[src/rtl/byte_striping_pkg.sv]
// Shared types for the byte striping / unstriping pair: lane count,
// default lane width, the 4-lane group type and the serialiser states.
package byte_striping_pkg;

    localparam int LANES      = 4;
    localparam int DATA_WIDTH = 8;

    typedef logic [LANES-1:0][DATA_WIDTH-1:0] group_t;

    typedef enum logic {
        IDLE = 1'b0,
        SEND = 1'b1
    } ser_state_t;

endpackage

[src/rtl/byte_unstriping_fifo.sv]
// Synchronous FIFO of 4-lane groups; pointers wrap modulo DEPTH (power of 2),
// count is one bit wider so a full FIFO is distinguishable from empty.
module byte_unstriping_fifo #(
    parameter int WIDTH = 32,
    parameter int DEPTH = 2
) (
    input  logic                     clk,
    input  logic                     rst_n,
    input  logic                     i_push,
    input  logic                     i_pop,
    input  logic [WIDTH-1:0]         i_wr_data,
    output logic [WIDTH-1:0]         o_rd_data,
    output logic                     o_full,
    output logic                     o_empty,
    output logic [$clog2(DEPTH):0]   o_count
);

    localparam int PW = $clog2(DEPTH);
    localparam int CW = PW + 1;

    logic [WIDTH-1:0] r_mem [DEPTH];
    logic [PW-1:0]    r_wr_ptr;
    logic [PW-1:0]    r_rd_ptr;
    logic [CW-1:0]    r_count;
    logic             w_push;
    logic             w_pop;

    assign o_full    = (r_count == CW'(DEPTH));
    assign o_empty   = (r_count == CW'(0));
    assign o_count   = r_count;
    assign o_rd_data = r_mem[r_rd_ptr];
    assign w_push    = i_push && !o_full;
    assign w_pop     = i_pop && !o_empty;

    // Storage, pointers and occupancy
    always_ff @(posedge clk or negedge rst_n) begin
        if (!rst_n) begin
            for (int i = 0; i < DEPTH; i++) begin
                r_mem[i] <= '0;
            end
            r_wr_ptr <= '0;
            r_rd_ptr <= '0;
            r_count  <= '0;
        end else begin
            if (w_push) begin
                r_mem[r_wr_ptr] <= i_wr_data;
                r_wr_ptr        <= r_wr_ptr + PW'(1);
            end
            if (w_pop) begin
                r_rd_ptr <= r_rd_ptr + PW'(1);
            end
            case ({w_push, w_pop})
                2'b10:   r_count <= r_count + CW'(1);
                2'b01:   r_count <= r_count - CW'(1);
                default: r_count <= r_count;
            endcase
        end
    end

endmodule

[src/rtl/byte_unstriping.sv]
// Receive-side unstriper: buffers 4-lane groups and re-serialises them into
// one byte stream, lane 0 first, with no bubble between consecutive groups.
module byte_unstriping
    import byte_striping_pkg::*;
#(
    parameter int DATA_WIDTH = byte_striping_pkg::DATA_WIDTH,
    parameter int DEPTH      = 2
) (
    input  logic                  clk1Mhz,
    input  logic                  reset,
    input  logic [DATA_WIDTH-1:0] stripedLane0,
    input  logic [DATA_WIDTH-1:0] stripedLane1,
    input  logic [DATA_WIDTH-1:0] stripedLane2,
    input  logic [DATA_WIDTH-1:0] stripedLane3,
    input  logic                  stripedVLD,
    output logic                  stripedRDY,
    output logic [DATA_WIDTH-1:0] byteUnstripingOUT,
    output logic                  byteUnstripingVLD,
    input  logic                  byteUnstripingRDY
);

    localparam int GW = LANES * DATA_WIDTH;
    localparam int CW = $clog2(DEPTH) + 1;
    localparam int SW = $clog2(LANES);

    typedef logic [LANES-1:0][DATA_WIDTH-1:0] lgroup_t;

    ser_state_t          r_state;
    ser_state_t          w_next_state;
    logic [SW-1:0]       r_sel;
    logic [SW-1:0]       w_next_sel;
    logic [SW-1:0]       w_sel_inc;
    lgroup_t             r_hold;
    lgroup_t             w_next_hold;
    lgroup_t             w_head;
    lgroup_t             w_wr_group;
    logic [DATA_WIDTH-1:0] r_out;
    logic [DATA_WIDTH-1:0] w_next_out;
    logic                r_vld;
    logic                w_next_vld;
    logic                w_push;
    logic                w_pop;
    logic                w_full;
    logic                w_empty;
    logic [CW-1:0]       w_count;
    logic [GW-1:0]       w_rd_data;

    // Lane 0 lands in element [0] so the serialiser can index by sel directly.
    assign w_wr_group = {stripedLane3, stripedLane2, stripedLane1, stripedLane0};
    assign w_head     = lgroup_t'(w_rd_data);

    // Ready depends only on reset and the registered occupancy.
    assign stripedRDY = reset && (w_count < CW'(DEPTH));
    assign w_push     = stripedVLD && stripedRDY && !w_full;
    assign w_sel_inc  = r_sel + SW'(1);

    byte_unstriping_fifo #(
        .WIDTH (GW),
        .DEPTH (DEPTH)
    ) u_fifo (
        .clk       (clk1Mhz),
        .rst_n     (reset),
        .i_push    (w_push),
        .i_pop     (w_pop),
        .i_wr_data (w_wr_group),
        .o_rd_data (w_rd_data),
        .o_full    (w_full),
        .o_empty   (w_empty),
        .o_count   (w_count)
    );

    // Serialiser next-state: load/pop a group, step sel, or return to idle
    always_comb begin
        w_next_state = r_state;
        w_next_sel   = r_sel;
        w_next_hold  = r_hold;
        w_next_out   = r_out;
        w_next_vld   = r_vld;
        w_pop        = 1'b0;
        case (r_state)
            IDLE: begin
                if (!w_empty) begin
                    w_pop        = 1'b1;
                    w_next_hold  = w_head;
                    w_next_out   = w_head[0];
                    w_next_vld   = 1'b1;
                    w_next_sel   = '0;
                    w_next_state = SEND;
                end else begin
                    w_next_vld   = 1'b0;
                end
            end
            SEND: begin
                if (!byteUnstripingRDY) begin
                    w_next_vld = 1'b1;
                end else if (r_sel != SW'(LANES - 1)) begin
                    w_next_sel = w_sel_inc;
                    w_next_out = r_hold[w_sel_inc];
                end else if (!w_empty) begin
                    w_pop       = 1'b1;
                    w_next_hold = w_head;
                    w_next_out  = w_head[0];
                    w_next_sel  = '0;
                end else begin
                    w_next_vld   = 1'b0;
                    w_next_state = IDLE;
                end
            end
            default: begin
                w_next_vld   = 1'b0;
                w_next_sel   = '0;
                w_next_state = IDLE;
            end
        endcase
    end

    // Serialiser state, holding register and flopped byte outputs
    always_ff @(posedge clk1Mhz or negedge reset) begin
        if (!reset) begin
            r_state <= IDLE;
            r_sel   <= '0;
            r_hold  <= '0;
            r_out   <= '0;
            r_vld   <= 1'b0;
        end else begin
            r_state <= w_next_state;
            r_sel   <= w_next_sel;
            r_hold  <= w_next_hold;
            r_out   <= w_next_out;
            r_vld   <= w_next_vld;
        end
    end

    assign byteUnstripingOUT = r_out;
    assign byteUnstripingVLD = r_vld;

endmodule

[config.mk]
export PLATFORM = sky130hd
export DESIGN_NAME = byte_unstriping
export DESIGN_NICKNAME = d
export VERILOG_FILES = /design/src/rtl/byte_striping_pkg.sv /design/src/rtl/byte_unstriping_fifo.sv /design/src/rtl/byte_unstriping.sv
export SDC_FILE = /design/constraint.sdc
export NUM_CORES = 1
export LEC_CHECK = 0
export ABC_AREA = 0
export CORE_AREA = 2 2 113 115
export CTS_BUF_LIST = sky130_fd_sc_hd__clkbuf_2
export DETAILED_ROUTE_END_ITERATION = 8
export DIE_AREA = 0 0 115 117
export PLACE_DENSITY = 0.66
export SYNTH_ARGS = -nofsm -noshare
export SYNTH_HDL_FRONTEND = slang
export SYNTH_SLANG_ARGS = --single-unit
[constraint.sdc]
create_clock -name clk1Mhz -period 2.5 [get_ports clk1Mhz]
set_clock_uncertainty 0.05 [all_clocks]
set_input_delay 0.75 -clock clk1Mhz [delete_from_list [all_inputs] [get_ports clk1Mhz]]
set_output_delay 0.75 -clock clk1Mhz [all_outputs]
set_load 0.03 [all_outputs]
==> summary.md, run 1 <==
The max-capacitance violation count is 0. The area of the die is 13500 um^2. The tools report the first-pass GRT wire length as 15.7 mm. The initial utilization of the core area, before any placement, comes to 39.0%. Cells with a size suffix above 1 make up 28.3% of the layout. The tools report the mapped cell area as 4800 um^2.

The path class of the tightest hold or removal check is in2async. The library cell used most frequently in the layout, excluding fill and tap cells, is dfrtp_1. The via total after detailed routing was 2839. Leaving out fill and tap cells, the most frequent cells in the layout are dfrtp_1 (111), mux2_2 (62), a21oi_1 (49).

Of the post-synthesis cell area, the dominant cell type holds 58.3%. The critical setup path kind is reg2out. At the end of routability-driven placement, the weighted congestion stood at 0.749. At the worst endpoint, the arrival time is 1.46 ns. The number of global-route vias before repair is 3092.

Wires add up to 9.41 mm. The die outline width works out to 115 um. The clock-pin transition on the worst setup and hold timing paths is 0.28 ns.

Synthesis handed over a netlist of 340 instances. The critical path goes through dlygate4sd2_1. Critical-path cell with the highest stage delay: dfrtp_1.

After synthesis the netlist holds a flip-flop and latch count of 112. The endpoint class of the critical path was an output port. The number of cells after detailed placement was 523; the transition at the pin with the smallest max-transition slack was 0.641 ns. Measured on the finished design, the core utilization comes to 44.9%. Before antenna repair, the detailed router went through 4 iterations. The final layout contains 422 nets.

After global routing the overflow that remains totals 0. The family with the most delay on the worst path is flip-flops. The maximum number of pins on one net before global-route repair was 113; the max-slew violation count was 0.

In the final routed layout, each cell accounts on average for 17.5 um. The cell row count is 41. The number of buffer and inverter stages on the critical path is 1. Timing analysis after detailed placement gives a worst setup slack of 0.143 ns. Setup violations remaining at the end of the flow were counted as 0. The detailed-route vias per instance came out at 5.27. The net count after synthesis was 378; the number of cells on the worst reg-to-reg path was 3.

The yosys synthesis warning count was 0. In this run the clock root is driven by a clkbuf_2. Setup repair after global routing left no endpoint under its margin. The number of buffers inserted by port buffering is 45, and the DRC violation count after routing is 0. Setup slack on the worst reg-to-reg path comes out at 0.78 ns.

The run gives 0 as the number of antenna violations at the first check in global routing. The post-synthesis cell type with the largest combined area was dfrtp_1. The number of non-filler instances in the completed layout was 539.

The run finished with clean final reports. The run gives 438 uV as the worst IR drop on VDD. In this run the deepest clock path goes through 2 buffers. The analysis attributes to cell leakage a power of 2.35 nW.

The height of the chip is 117 um. After layout, the minimum clock period comes to 2.26 ns. The total I/O pin count was 46; the synthesized area per cell was 14.1 um^2.

The share of the clock period used by the worst path after layout came out at 90.2%. The number of antenna diodes in the final layout is 0. The setup total negative slack was 0 ns; the total setup buffers inserted after CTS was 0. Power density over the cells: 1260 nW/um^2. In this run the critical register-to-register path is launched from r_sel[0].

Layout-stage area growth over the synthesis result: 15.0%. For the sequential-to-total area share from yosys stat, the log shows 58.3%. The hold violation count in the final report was 0; the largest fanout of any net on the critical path was 2.

The critical path startpoint category was a flip-flop. The netlist uses 27 different library cells. The run gives 0 as the remaining antenna violation count.

The number of H-tree branching levels is 3, and the post-route worst setup slack is 0.244 ns. TritonCTS built the clock tree. In this design, the stage delay of the slowest critical-path cell is 0.47 ns.

The relative slew slack came out at 57.2%. Clock latency at the later pin of the worst-skew pair: 0.59 ns. The detailed router finished its first iteration with 184 violations. In the post-synthesis netlist, the biggest area contributors are dfrtp_1 (58%), mux2_2 (15%), mux2i_1 (6.7%). The logs give 1.70 ns for the required time at the worst-slack endpoint and 6.15 mm for the placed wire-length estimate after detailed placement. The capture point of the worst reg-to-reg path is byteUnstripingOUT[2]. The run gives 15.3% as the total routing usage reported by global routing. The tree built by TritonCTS fans out to 112 sinks. The total area inside the core boundary comes to 12300 um^2. Counting the buffers created by CTS gives 9. The tools report the achievable clock frequency as 0.443 GHz.
-- power by group --
part	switching (mW)	internal, mW
Sequential	0.570	2.72
Combinational	1.28	1.53
Clock	0.603	0.246
Total	2.46	4.50
-- cell type report --
class                   instances  area, um^2
fillers                      1143        6790
flip-flops and latches        112        2800
multi-input cells             202        1840
repair buffers                 57         562
well taps                     150         188
clock inverters                 7        80.1
clock buffers                   9        45.0
inverters                       2        7.51
-- cells by family (layout without fill, tap and decap cells) --
kind of cell | Yosys count | in the layout | share of synthesized area [%]
DFF | 112 | 112 | 58.3
xor gates and xnor gates | 6 | 6 | 1.09
AOI/OAI and AO/OA | 68 | 68 | 8.73
and+or+nand+nor | 22 | 22 | 2.47
muxes | 104 | 104 | 25.4
buffers and inverters | 26 | 75 | 3.41
adders and majority gates | 2 | 2 | 0.521
-- cells in the mapped netlist (all sizes together) --
library cell and instances:
a21bo 1, a21oi 49, and2 1, buf 19, clkbuf 5, dfrtp 112, ha 2, inv 2
mux2 64, mux2i 32, mux4 8, nand2 2, nand2b 1, nand3 9, nand3b 2, nor2 4
nor2b 2, o21a 9, o221a 8, o22ai 1, or2 1, xnor2 3, xor2 3
-- per-stage QoR --
step                instance area, um^2  hold slack [ns]  power [mW]
CTS                                5520            0.130        7.04
global route                       5520            0.150        7.45
global placement                   5410            0.417        6.12
finish                             5520            0.106        6.95
floorplan                          4800            0.404        5.40
detailed placement                 5410            0.431        6.25
-- timing repair --
item                                    in CTS  in global routing
gates resized for setup                      9                  0
endpoints found under the setup margin       9                  0
hold buffers                                 0                  0
hold endpoints to repair                     0                  0
-- how the worst max path moves through the flow --
stage	from	end	slack (ns)	depth (start not counted)
finish	byteUnstripingOUT[5]	byteUnstripingOUT[5]	0.24	1
global route	u_fifo.o_count[1]	stripedRDY	0.08	2
CTS	byteUnstripingOUT[3]	byteUnstripingOUT[3]	0.18	1
detailed placement	byteUnstripingRDY	u_fifo.o_count[1]	0.14	6
global placement	byteUnstripingRDY	u_fifo.o_count[1]	0.16	6
floorplan	reset	u_fifo.r_mem[10]	0.34	4
-- per-layer routing --
metal	up-vias	wire length, um	track usage (%)
met5	-	0	0
met4	0	125	4.34
met3	10	310	4.33
met2	44	4750	25.8
met1	1463	4220	19.5
li1	1322	-	-
-- state kept, by name, indices dropped and copies added, names as in the netlist --
name and flops:
u_fifo.o_count 2, u_fifo.r_mem 64, u_fifo.r_wr_ptr 1, u_fifo.r_rd_ptr 1, r_state 1, r_sel 2
byteUnstripingVLD 1, r_hold 32, byteUnstripingOUT 8
No activity file was read; power rests on OpenSTA's default activity.
==> run 2: changes to the inputs <==
--- a/config.mk
+++ b/config.mk
@@ -7,8 +7,8 @@
 export LEC_CHECK = 0
 export ABC_AREA = 0
-export CORE_AREA = 2 2 113 115
+export CORE_AREA = 2 2 126 104
 export CTS_BUF_LIST = sky130_fd_sc_hd__clkbuf_2
 export DETAILED_ROUTE_END_ITERATION = 8
-export DIE_AREA = 0 0 115 117
+export DIE_AREA = 0 0 128 106
 export PLACE_DENSITY = 0.66
 export SYNTH_ARGS = -nofsm -noshare
--- a/constraint.sdc
+++ b/constraint.sdc
@@ -3,3 +3,3 @@
 set_input_delay 0.75 -clock clk1Mhz [delete_from_list [all_inputs] [get_ports clk1Mhz]]
 set_output_delay 0.75 -clock clk1Mhz [all_outputs]
-set_load 0.03 [all_outputs]
+set_load 0.01 [all_outputs]
==> summary.md, run 2 (synthesized netlist as in run 1, its figures left out) <==
For the final instance area, the log shows 5580 um^2 (+1.1%). Placed wire-length estimate after detailed placement: 6.48 mm (+5.4%). For the setup slack at placement, the log shows 0.0765 ns (-0.0667 ns). The run gives 2939 (+3.5%) as the via total after detailed routing. The die outline width is 128 um (+11%).

The critical path arrival is 1.58 ns (+0.12 ns), and the detailed-route vias per instance is 5.37 (+2.0%). The number of clock sinks came out at 112 (unchanged). For the maximum number of pins on one net before global-route repair, the log shows 52 (-54%). Clock tree synthesis selected as its root buffer the cell clkbuf_2.

The leakage component of the power was 2.38 nW (+1.1%); the transition at the pin with the smallest max-transition slack was 0.640 ns (-0.00160 ns). Total routing usage reported by global routing: 15.1% (-0.19 points). The height of the chip was 106 um (-9.4%). The max-capacitance violation count is 0 (unchanged), and the fill cell total of the finished layout is 1133 (-0.87%).

In this run the critical register-to-register path is launched from r_sel[0]. The signal on the critical path passes through clkdlybuf4s50_1. The ratio of cells with drive above 1 in the final layout is 28.4% (+0.11 points). The longest individual stage delay on the worst path came out at 0.55 ns (+0.08 ns).

STA classifies the critical path startpoint as a flip-flop. The hold violation count in the final report is 0 (unchanged). The tightest min-delay check is of the in2async type. The endpoint identified for the worst register-to-register timing path is u_fifo.o_count[1]. The tools report the clock latency at the later pin of the worst-skew pair as 0.58 ns (about the same). The slowest stage of the critical path is the clkdlybuf4s50_1 cell. The number of buffers inserted by port buffering was 45 (unchanged).

The number of buffer and inverter stages on the critical path is 1 (unchanged). The post-route worst setup slack is 0.117 ns (-0.127 ns), and the final layout net count is 426 (+0.95%). The highest layer touched by signal routing is met4.

The share of the clock period used by the worst path after layout is 95.3% (+5.1 points). Relative to the synthesized area, the layout overhead comes to 16.2%. The run gives 4 (unchanged) as the number of detailed-routing iterations run before antenna repair.

Family with the most delay on the worst path: buffers and inverters. The tools report the max-slew violation count as 0 (unchanged). The setup total negative slack is 0 ns (unchanged), and the required time at the worst-slack endpoint is 1.70 ns (about the same).

The number of antenna violations at the first check in global routing came out at 0 (unchanged). Relative slew slack: 57.3% (+0.11 points). The largest fanout of any net on the critical path was 2 (unchanged). The worst setup path is captured at an output port. For the number of non-filler instances in the completed layout, the log shows 547 (+1.5%). Critical setup path kind: reg2out.

The total of hold buffers inserted after clock tree synthesis came out at 0 (unchanged). The final antenna diode count is 0 (unchanged), and the routed wire length is 9.58 mm (+1.8%). The tools report the remaining antenna violation count as 0 (unchanged).

The tools report the core footprint as 12400 um^2 (+0.77%). Ranked by flip-flop count, first place goes to u_fifo.r_mem. The flow ran to the end, and the final reports show no timing, DRC or antenna violations. The total I/O pin count is 46 (unchanged), and the power density over the cells is 1260 nW/um^2 (+0.40%). The number of flip-flops in the largest register was 64 (unchanged).

TritonCTS built the clock tree. The cell area reported after detailed placement came out at 5430 um^2 (+0.37%). The number of design-rule violations left by the first detailed-router iteration was 119 (-35%); the clock-pin transition on the worst setup and hold timing paths was 0.28 ns (about the same). The final core area utilization is 45.0% (+0.13 points), and the routed length per instance is 17.5 um (+0.31%). The run gives 0.216 ns (+0.110 ns) as the final worst hold slack. The wire length on met3 is 443 um (+43%), and the minimum setup slack among reg-to-reg paths is 0.69 ns (-0.09 ns). The routed length on met1 was 4.60 mm (+9.1%). The total of endpoints with negative setup slack in the final report was 0 (unchanged); the number of global-route vias before repair was 3039 (-1.7%). The logs give 15.8 mm (+0.66%) for the first-pass GRT wire length and 0 (unchanged) for the remaining global-route overflow. The tools report the maximum clock insertion buffer count as 2 (unchanged). Setup repair after global routing left no endpoint under its margin. The final critical path time including I/O delays and setup was 2.38 ns (+0.127 ns). The tools report the routed wire length on met2 as 4.40 mm (-7.4%). Total CTS buffers: 9 (unchanged).

The worst IR drop on VDD was 483 uV (+10%). For the cell row count, the log shows 37 (-9.8%). The effective utilization at floorplan is 38.7% (-0.30 points). The area of the die came out at 13600 um^2 (+0.84%). Leading cell type in the layout, fill and taps excluded: dfrtp_1. The number of cells after detailed placement is 532 (+1.7%). The run gives 0 (unchanged) as the DRC violation count after routing.

Number of cells on the worst reg-to-reg path: 6 (+3). In the layout the commonest cells are dfrtp_1 (110), mux2_2 (62), a21oi_1 (49). The run gives 0.420 GHz (-5.3%) as the achievable clock frequency. The logs give 7.06 mW (+1.5%) for the overall power after layout and 3 (unchanged) for the number of H-tree branching levels. For the last weighted congestion value of the routability-driven placer, the log shows 0.772 (+3.1%).
-- run 2: final cells by class --
class	instances	area, um^2	area share [%]
well taps	156	195	3.50
clock inverters	5	97.6	1.75
inverters	2	7.51	0.134
clock buffers	9	45.0	0.807
repair buffers	61	594	10.6
multi-input cells	202	1840	32.9
flip-flops and latches	112	2810	50.3
-- run 2: worst max path at each step --
stage	slack, ns	depth (start not counted)	from	to
CTS	0.05	1	byteUnstripingOUT[0]	byteUnstripingOUT[0]
detailed placement	0.08	6	byteUnstripingRDY	u_fifo.o_count[1]
finish	0.12	1	byteUnstripingOUT[6]	byteUnstripingOUT[6]
global placement	0.13	3	reset	stripedRDY
floorplan	0.35	8	byteUnstripingRDY	u_fifo.o_count[1]
global route	0.01	1	byteUnstripingOUT[0]	byteUnstripingOUT[0]
-- run 2: layer usage --
metal,vias to the layer above,global-route usage [%]
met2,71,22.0
met1,1528,22.1
met3,9,4.08
met5,-,0
li1,1331,-
met4,0,4.87
-- run 2: report_power, final --
group	internal (mW)	leakage, nW	switching [mW]
logic	1.59	0.992	1.28
clock network	0.414	0.0829	0.545
registers	2.72	1.30	0.508
total	4.72	2.38	2.33
-- run 2: timing repair --
item,CTS,global route
pin swaps,0,0
endpoints found under the setup margin,1,1
buffers inserted,1,0
gates resized for setup,2,1
==> run 3: changes to the inputs <==
clock period = 2.83 ns   (was 2.5 ns; I/O delays follow)
==> summary.md, run 3 (synthesized netlist as in run 1, its figures left out) <==
The run finished with clean final reports. In this run the worst setup path begins at byteUnstripingOUT[0]. The clock-pin transition on the worst setup and hold timing paths works out to 0.31 ns (+0.03 ns). The largest fanout of any net on the critical path works out to 2 (unchanged). The number of buffers inserted by port buffering is 45 (unchanged).

The total of hold buffers inserted after clock tree synthesis was 0 (unchanged); the max-slew violation count was 0 (unchanged). The remaining antenna violation count is 0 (unchanged). STA classifies the critical path endpoint as an output port. The final instance area was 5620 um^2 (+0.61%). The logs give 9.27 mm (-3.2%) for the routed wire length and 5 (+1) for the number of detailed-routing iterations run before antenna repair.

The setup total negative slack came out at 0 ns (unchanged). The height of the chip was 106 um (unchanged). The total I/O pin count is 46 (unchanged), and the via total after detailed routing is 2820 (-4.0%).

The tools report the final worst hold slack as 0.250 ns (+0.0342 ns). The critical path startpoint category was a flip-flop. In the layout the commonest cells are dfrtp_1 (110), mux2_2 (62), a21oi_1 (49). The clock latency at the later pin of the worst-skew pair was 0.61 ns (+0.03 ns).

The final core area utilization is 45.3% (+0.27 points). The tools report the area of the die as 13600 um^2 (unchanged). The critical setup path kind was reg2out. The tools report the core footprint as 12400 um^2 (unchanged). The final antenna diode count was 0 (unchanged). The DRC violation count after routing was 0 (unchanged); the required time at the worst-slack endpoint was 1.93 ns (+0.23 ns). The tools report the leakage component of the power as 2.39 nW (+0.77%).

The maximum number of pins on one net before global-route repair is 71 (+37%). For the final layout net count, the log shows 422 (-0.94%). The effective utilization at floorplan was 38.7% (unchanged).

The tools report the cell chosen for the clock root as clkbuf_2. Walking the worst path, the cells encountered are clkdlybuf4s50_1. The hold violation count in the final report was 0 (unchanged); the die outline width was 128 um (unchanged).

The longest individual stage delay on the worst path came out at 0.55 ns (about the same). For the first-pass GRT wire length, the log shows 15.7 mm (-1.0%). Among cell families on the critical path, the largest total delay comes from buffers and inverters. The relative slew slack was 42.2% (-15 points).

The critical-path cell with the highest stage delay was clkdlybuf4s50_1. The number of global-route vias before repair came out at 3002 (-1.2%). The ratio of cells with drive above 1 in the final layout was 28.5% (+0.15 points); the layout-stage area growth over the synthesis result was 16.9%. The detailed-route vias per instance came out at 5.17 (-3.7%).

The run gives 0 (unchanged) as the remaining global-route overflow. Last weighted congestion value of the routability-driven placer: 0.782 (+1.3%). The cell area reported after detailed placement was 5400 um^2 (-0.55%). The startpoint identified for the worst register-to-register timing path is u_fifo.r_rd_ptr. Final critical path time including I/O delays and setup: 2.52 ns.

The maximum clock insertion buffer count came out at 2 (unchanged). Counting flops per register, the top entry is u_fifo.r_mem. The overall power after layout is 6.38 mW (-9.5%).

The tightest min-delay check is of the in2async type. The total of endpoints with negative setup slack in the final report is 0 (unchanged). The total routing usage reported by global routing was 15.2% (+0.058 points); the routed length per instance was 17.0 um (-2.9%). The transition at the pin with the smallest max-transition slack was 0.868 ns (+0.228 ns); the number of buffer and inverter stages on the critical path was 1 (unchanged). The total CTS buffers came out at 9 (unchanged). The number of H-tree branching levels is 3 (unchanged). The leading cell type in the layout, fill and taps excluded is dfrtp_1. The tools report the critical path arrival as 1.62 ns (+0.04 ns). The logs give 0.396 GHz for the achievable clock frequency and 180 (+51%) for the number of design-rule violations left by the first detailed-router iteration. The number of flip-flops in the largest register was 64 (unchanged).

Setup repair after global routing left no endpoint under its margin. The power density over the cells was 1140 nW/um^2 (-10%); the minimum setup slack among reg-to-reg paths was 1.02 ns (+0.33 ns). TritonCTS built the clock tree. The share of the clock period used by the worst path after layout was 89.1%; the cell row count was 37 (unchanged). The run gives 6.27 mm (-3.3%) as the placed wire-length estimate after detailed placement. The number of antenna violations at the first check in global routing came out at 0 (unchanged). The tools report the worst IR drop on VDD as 570 uV (+18%).

The number of clock sinks was 112 (unchanged); the max-capacitance violation count was 0 (unchanged).
run 3: cell types whose count changed in the layout (fill, tap and decap cells not counted), sizes merged:
cell	before	now
dlygate4sd2	1	0
clkdlybuf4s50	42	43
clkinv	2	1
clkbuf	9	10
bufinv	3	5
buf	17	13
run 3: path summary, 6_finish.rpt:
path,end,cells after the start
max in group asynchronous,u_fifo.o_count[1],3
min reg2reg,r_hold[0],1
max,byteUnstripingOUT[0],1
min,u_fifo.r_mem[4],2
min in group clk1Mhz,r_hold[0],1
max reg2reg,r_hold[18],3
run 3: per-stage QoR:
stage | setup slack (ns) | cells
2_1_floorplan | 0.579 | 340
3_3_place_gp | 0.262 | 528
3_5_place_dp | 0.248 | 528
4_1_cts | 0.0637 | 544
5_1_grt | 0.176 | 545
6_report | 0.308 | 545
run 3: power by group:
| part | switching (mW) | total, mW | leakage (nW) | internal [mW] |
|---|---|---|---|---|
| Combinational | 1.03 | 2.41 | 0.977 | 1.39 |
| Clock | 0.492 | 1.05 | 0.116 | 0.558 |
| Sequential | 0.518 | 2.92 | 1.30 | 2.40 |
run 3: what timing repair did:
action,CTS,global route
endpoints found under the hold margin,0,0
setup endpoints to repair,0,1
resized for setup,0,2
buffers inserted,0,1
run 3: cell type report:
cell class                      instances  area (um^2)
Clock buffer                           10         50.0
Clock inverter                          6          155
Fill cell                            1180         6790
Inverter                                2         7.51
Multi-Input combinational cell        202         1840
Sequential cell                       112         2810
Tap cell                              156          195
Timing Repair Buffer                   57          566
run 3: per-layer routing:
| layer | up-vias | track usage [%] | routed length (um) |
|---|---|---|---|
| met5 | - | 0 | 0 |
| met4 | 0 | 4.24 | 116 |
| met3 | 12 | 4.28 | 373 |
| met2 | 45 | 23.3 | 4270 |
| li1 | 1324 | - | - |
| met1 | 1439 | 21.3 | 4510 |
==> RTL edit 1: new RTL, settings of run 1 <==
Set the package constant `DATA_WIDTH` to 12 (it was 8).
--- a/src/rtl/byte_striping_pkg.sv
+++ b/src/rtl/byte_striping_pkg.sv
@@ -4,5 +4,5 @@
 
     localparam int LANES      = 4;
-    localparam int DATA_WIDTH = 8;
+    localparam int DATA_WIDTH = 12;
 
     typedef logic [LANES-1:0][DATA_WIDTH-1:0] group_t;
Ports: changed (5 resized); port bits go from 46 to 66. The function was not compared with the original's and may differ.
==> RTL edit 1 against run 1 <==
  * Design area up 49%
  * Critical path depth stayed put
  * Sequential cell count is 52 higher
  * Highest routed layer unchanged
  * Routed wire length grew 54%
  * Power grew 45%
  * Count of clock-buffer cells in the layout grew 9
  * Worst setup slack worse by 0.12 ns
  * Area after synthesis is 49% higher
==> RTL edit 1: results (changes against run 1) <==
[status]
outcome=finished, final reports clean

[layout]
fin_cells=741  ; +37%
nets=632  ; +50%
drive_gt1_share_pct=27.2  ; -1.0 points
regMostFlops=u_fifo.r_mem
largest_register_ff_count=96  ; +50%
diodes=0  ; unchanged

[placed_design]
dp.final_hpwl_um=9860  ; +60%
placed_area_mm2=0.00802  ; +48%
dp_cells=709  ; +36%
finalWeightedCongestion=0.832  ; +11%
portBuffers=65  ; +44%

[sta]
worst_slew_pin_slew_ns=0.634  ; -0.00768 ns

[synthesis]
synth_fa_ha_area_share_pct=0.349  ; -0.17 points
seq_area_frac_synth_pct=57.2  ; -1.2 points
post_synth.cell_area_avg_um2=14.0  ; -0.94%
synthMuxAreaShare_pct=27.0  ; +1.6 points
syn_nets=567  ; +50%
synth_commonest_cells=dfrtp_1 (164), o21ai_0 (78), mux2_2 (72)
synth-xor-area-share_pct=0.610  ; -0.48 points
synth_compound_area_share_pct=9.06  ; +0.34 points
synthArstFlopShare_pct=100  ; unchanged
synth_edf_count=0  ; unchanged
ys_top_cells_by_area=dfrtp_1 (57%), mux2_2 (11%), mux2i_1 (6.8%), o21ai_0 (5.4%), mux2_4 (4.2%)
yosys_warnings=0  ; unchanged
ys_types=40  ; +48%

[pwr]
swShare_pct=35.8  ; +0.45 points
leakage_nw=3.68  ; +57%
peakVddDrop_uv=584  ; +33%

[global_route]
grt.total_usage_pct=23.1  ; +7.7 points
antenna_found_initial=0  ; unchanged
grt_pass1_wl_um=23300  ; +48%
grt_pass1_vias=4435  ; +43%
grt_start_max_net_pins=116  ; +2.7%

[worst_setup_path]
critPathMaxFanout=2  ; unchanged
crit_arrival_ns=1.58  ; +0.12 ns
slowest_stage=dfrtp_1
cpLargestDelayFamily=flip-flops
cpPeakStageDelay_ns=0.44  ; -0.03 ns

[clocking]
clock_latency_ns=0.72  ; +0.13 ns
cts-root-buf=clkbuf_2
htreeDepth=4  ; +1
cts_setup_buffers=0  ; unchanged
path_clk_slew_ns=0.23  ; -0.05 ns
cts_buffer_depth=2  ; unchanged
cts_made_buffers=17  ; +8

[detailed_routing]
viasPerCell=5.85  ; +11%
wire_per_inst_um=19.5  ; +12%
dr.first_iter.drc_count=259  ; +41%
drt_pass1_iterations=4  ; unchanged

[min_path]
min-delay-path-class=input port to asynchronous set/reset pin

-- RTL edit 1: cell count changes in the layout (fill, tap and decap cells not counted), sizes merged, moves of 5 or more --
cell           delta
o21ai            +82
clkbuf            +9
dfrtp            +52
clkinv            +6
nor3b             +5
o32ai             +5
inv               +6
mux2             +32
a21oi            -43
clkdlybuf4s50    +16
mux2i            +17
-- RTL edit 1: cell families after synthesis --
| group | count (synthesis) |
|---|---|
| AOI/OAI and AO/OA | 111 |
| xor gates and xnor gates | 5 |
| adders and majority gates | 2 |
| buffers and inverters | 44 |
| DFF | 164 |
| muxes | 157 |
| and+or+nand+nor | 30 |
-- RTL edit 1: worst paths after layout --
check                                                 startpoint                               end  slack, ns  depth (start not counted)
min in group clk1Mhz                                       reset       u_fifo.r_wr_ptr$_DFFE_PN0N_       0.29                          3
worst min register to register      u_fifo.r_mem[70]$_DFFE_PN0P_      u_fifo.r_mem[70]$_DFFE_PN0P_       0.47                          1
worst max register to register              r_sel[0]$_DFFE_PN0P_  byteUnstripingOUT[0]$_DFFE_PN0P_       0.66                          3
worst max-delay path            byteUnstripingOUT[8]$_DFFE_PN0P_              byteUnstripingOUT[8]       0.12                          1
worst min-delay path                                       reset       u_fifo.r_mem[5]$_DFFE_PN0P_      0.007                          2
max in group asynchronous                                  reset       u_fifo.r_rd_ptr$_DFFE_PN0P_       1.86                          2
-- RTL edit 1: per-stage QoR --
stage          setup slack (ns)  power, mW  hold slack (ns)
2_1_floorplan             0.505       7.63            0.404
3_3_place_gp              0.170       8.79            0.418
3_5_place_dp              0.122       8.99            0.429
4_1_cts                  0.0519       10.2           0.0278
5_1_grt                 0.00230       10.8           0.0180
6_report                  0.123       10.1          0.00682
-- RTL edit 1: metal layers --
layer | vias up | global-route usage [%] | routed length, um
li1 | 2008 | - | -
met1 | 2225 | 31.9 | 6600
met2 | 86 | 37.6 | 7170
met3 | 13 | 5.51 | 598
met4 | 0 | 5.38 | 112
met5 | - | 0 | 0
-- RTL edit 1: final cells by class --
cell class / instances / area, um2
Inverter: 9 / 33.8
Multi-Input combinational cell: 305 / 2850
Sequential cell: 164 / 4110
Clock inverter: 14 / 114
Tap cell: 150 / 188
Clock buffer: 18 / 90.1
Fill cell: 956 / 4100
Timing Repair Buffer: 81 / 830
-- RTL edit 1: timing repair --
item                       CTS  global route
cloned                       0             0
setup endpoints to repair   13             2
hold buffers                 0             0
pin swaps                    0             0
resized for setup           13             2
-- RTL edit 1: power by group through the flow --
stage          Combinational [mW]  Sequential [mW]  Clock [mW]
5_1_grt                      4.49             4.84        1.43
3_3_place_gp                 4.10             4.69           0
2_1_floorplan                3.03             4.60           0
3_5_place_dp                 4.22             4.76           0
4_1_cts                      4.18             4.69        1.31
6_report                     4.11             4.68        1.27
==> RTL edit 2: new RTL, config.mk and constraints of run 1 <==
Without the edit above. Reset style: synchronous (`reset` and `rst_n`), changed in 2 clocked blocks.
--- a/src/rtl/byte_unstriping_fifo.sv
+++ b/src/rtl/byte_unstriping_fifo.sv
@@ -34,5 +34,5 @@
 
     // Storage, pointers and occupancy
-    always_ff @(posedge clk or negedge rst_n) begin
+    always_ff @(posedge clk) begin
         if (!rst_n) begin
             for (int i = 0; i < DEPTH; i++) begin
--- a/src/rtl/byte_unstriping.sv
+++ b/src/rtl/byte_unstriping.sv
@@ -116,5 +116,5 @@
 
     // Serialiser state, holding register and flopped byte outputs
-    always_ff @(posedge clk1Mhz or negedge reset) begin
+    always_ff @(posedge clk1Mhz) begin
         if (!reset) begin
             r_state <= IDLE;
Function: differs if reset is asserted again (counterexample within 4 cycles, from zero or initial values and one cycle with reset low); with reset held inactive, the same outputs for 10 cycles.
==> RTL edit 2 against run 1 <==
  * First-iteration DRC count shrank 4.9%
  * Routed wire length shrank 5.5%
  * Die area is the same
  * Synthesized cell count grew 13%
  * Register-to-register slack lost 0.12 ns
  * Design area grew 1.7%
  * Critical path depth grew 2
  * Power shrank 19%
  * Sequential cell count grew 1
  * Utilization grew 0.75 points
  * Area after synthesis shrank 0.81%
  * Count of clock-buffer cells in the layout grew 12
  * Worst setup slack lost 0.16 ns
==> RTL edit 2: results (changes against run 1) <==
[status]
outcome=finished, final reports clean

[synthesis]
synth_commonest_cells=and2_1 (68), edfxtp_1 (64), dfxtp_1 (49)
ys.flop_type=edfxtp_1
ys_types=35  ; +30%
synthArstFlopShare_pct=0  ; -100 points
synth_edf_count=64  ; +64
seq_area_frac_synth_pct=60.9  ; +2.6 points
syn_nets=422  ; +12%
ys_top_cells_by_area=edfxtp_1 (40%), dfxtp_1 (21%), and2_1 (8.9%), mux2i_1 (8.0%), o211a_1 (5.0%)

[pwr]
leakage_nw=2.36  ; +0.32%
peakVddDrop_uv=374  ; -15%
p_int_mw=3.66  ; -19%

[worst_setup_path]
critPathMaxFanout=3  ; +1
slowest_stage=clkdlybuf4s50_1
cpPeakStageDelay_ns=0.49  ; +0.02 ns
cpLargestDelayFamily=buffers and inverters

[clocking]
htreeDepth=4  ; +1
path_clk_slew_ns=0.15  ; -0.13 ns
clock_latency_ns=0.65  ; +0.06 ns
cts_made_buffers=17  ; +8
cts-root-buf=clkbuf_2
cts_setup_buffers=0  ; unchanged

[placed_design]
placed_area_mm2=0.00547  ; +1.2%
finalWeightedCongestion=0.727  ; -2.9%
dp.final_hpwl_um=6080  ; -1.1%

[layout]
nets=479  ; +14%
drive_gt1_share_pct=13.9  ; -14 points
fillCellCount=1151  ; +0.70%
largest_register_ff_count=64  ; unchanged

[detailed_routing]
dr.first_iter.drc_count=175  ; -4.9%
drt_wl_total_um=8890  ; -5.5%
drt_pass1_iterations=4  ; unchanged
via_count=2957  ; +4.2%

[global_route]
grt_pass1_vias=2922  ; -5.5%
grt.total_usage_pct=14.2  ; -1.1 points
grtUsageMet2_pct=23.5  ; -2.3 points
met1_usage_pct=17.2  ; -2.4 points
antenna_found_initial=0  ; unchanged
grt_start_max_net_pins=47  ; -58%
met3_usage_pct=4.22  ; -0.10 points
grt_pass1_wl_um=14300  ; -9.4%

[sta]
worst_slew_pin_slew_ns=0.439  ; -0.202 ns

[min_path]
min-delay-path-class=flip-flop to flip-flop

[RTL edit 2: cell count changes after synthesis, sizes merged, moves of 24 or more]
cell	change
dfrtp	-112
dfxtp	+49
nand2	+24
edfxtp	+64
mux2	-56
o211a	+24
a21oi	-48
and2	+67
[RTL edit 2: area by class of cell]
class,instances,area [um2],share of cell area (%)
repair buffers,64,642,11.4
multi-input cells,244,1730,30.8
flip-flops and latches,113,2900,51.7
inverters,1,3.75,0.0668
well taps,150,188,3.34
clock buffers,21,105,1.87
clock inverters,10,46.3,0.824
[RTL edit 2: final timing paths]
kind	startpoint	endpoint	slack, ns	cells past startpoint
max	reset	stripedRDY	0.08	3
min	r_hold[3]$_SDFFE_PN0P_	r_hold[3]$_SDFFE_PN0P_	0.45	2
max reg2reg	r_sel[0]$_SDFFE_PN0P_	u_fifo.o_count[1]$_SDFFE_PN0P_	0.66	8
min reg2reg	r_hold[3]$_SDFFE_PN0P_	r_hold[3]$_SDFFE_PN0P_	0.45	2
[RTL edit 2: worst reg2reg max path: cells and delay by family, from the launching register on]
family,cells,cell delay [ns]
compound gates,2,0.32
fa+ha+maj,2,0.46
flops,1,0.34
simple gates,2,0.45
buf+inv,1,0.05
xor+xnor,1,0.13
[RTL edit 2: layer usage]
metal	wire [um]	part of all wire, %
met1	3800	43
met2	4530	51
met3	388	4.4
met4	176	2.0
met5	0	0
[RTL edit 2: power by group through the flow]
stage | logic (mW) | registers (mW) | clock network [mW]
4_1_cts | 2.01 | 2.75 | 0.900
6_report | 1.99 | 2.75 | 0.875
3_3_place_gp | 2.01 | 2.78 | 0
2_1_floorplan | 1.43 | 2.79 | 0
5_1_grt | 2.21 | 2.81 | 0.982
3_5_place_dp | 2.04 | 2.80 | 0
[RTL edit 2: cells by family after synthesis]
logic type                 share of synthesized area, %
DFF                                                60.9
AOI/OAI and AO/OA                                  9.74
muxes                                              9.87
and+or+nand+nor                                    15.3
adders and majority gates                         0.525
xor gates and xnor gates                          0.552
buffers and inverters                              3.12
[RTL edit 2: timing repair]
item,4_1_cts,5_1_grt
setup endpoints to repair,9,1
resized for setup,9,1
hold buffers,0,0
[RTL edit 2: per-stage QoR]
step                      util (%)  setup WS [ns]  power, mW  instances  hold slack [ns]
final                         45.6         0.0840       5.61        603            0.445
after global routing          45.6         0.0476       5.99        603            0.467
after CTS                     45.6         0.0436       5.66        603            0.446
after detailed placement      44.5       -0.00967       4.84        572            0.412
after global placement        44.5         0.0312       4.79        572            0.398
after floorplan                  -         0.0845       4.22        384            0.382
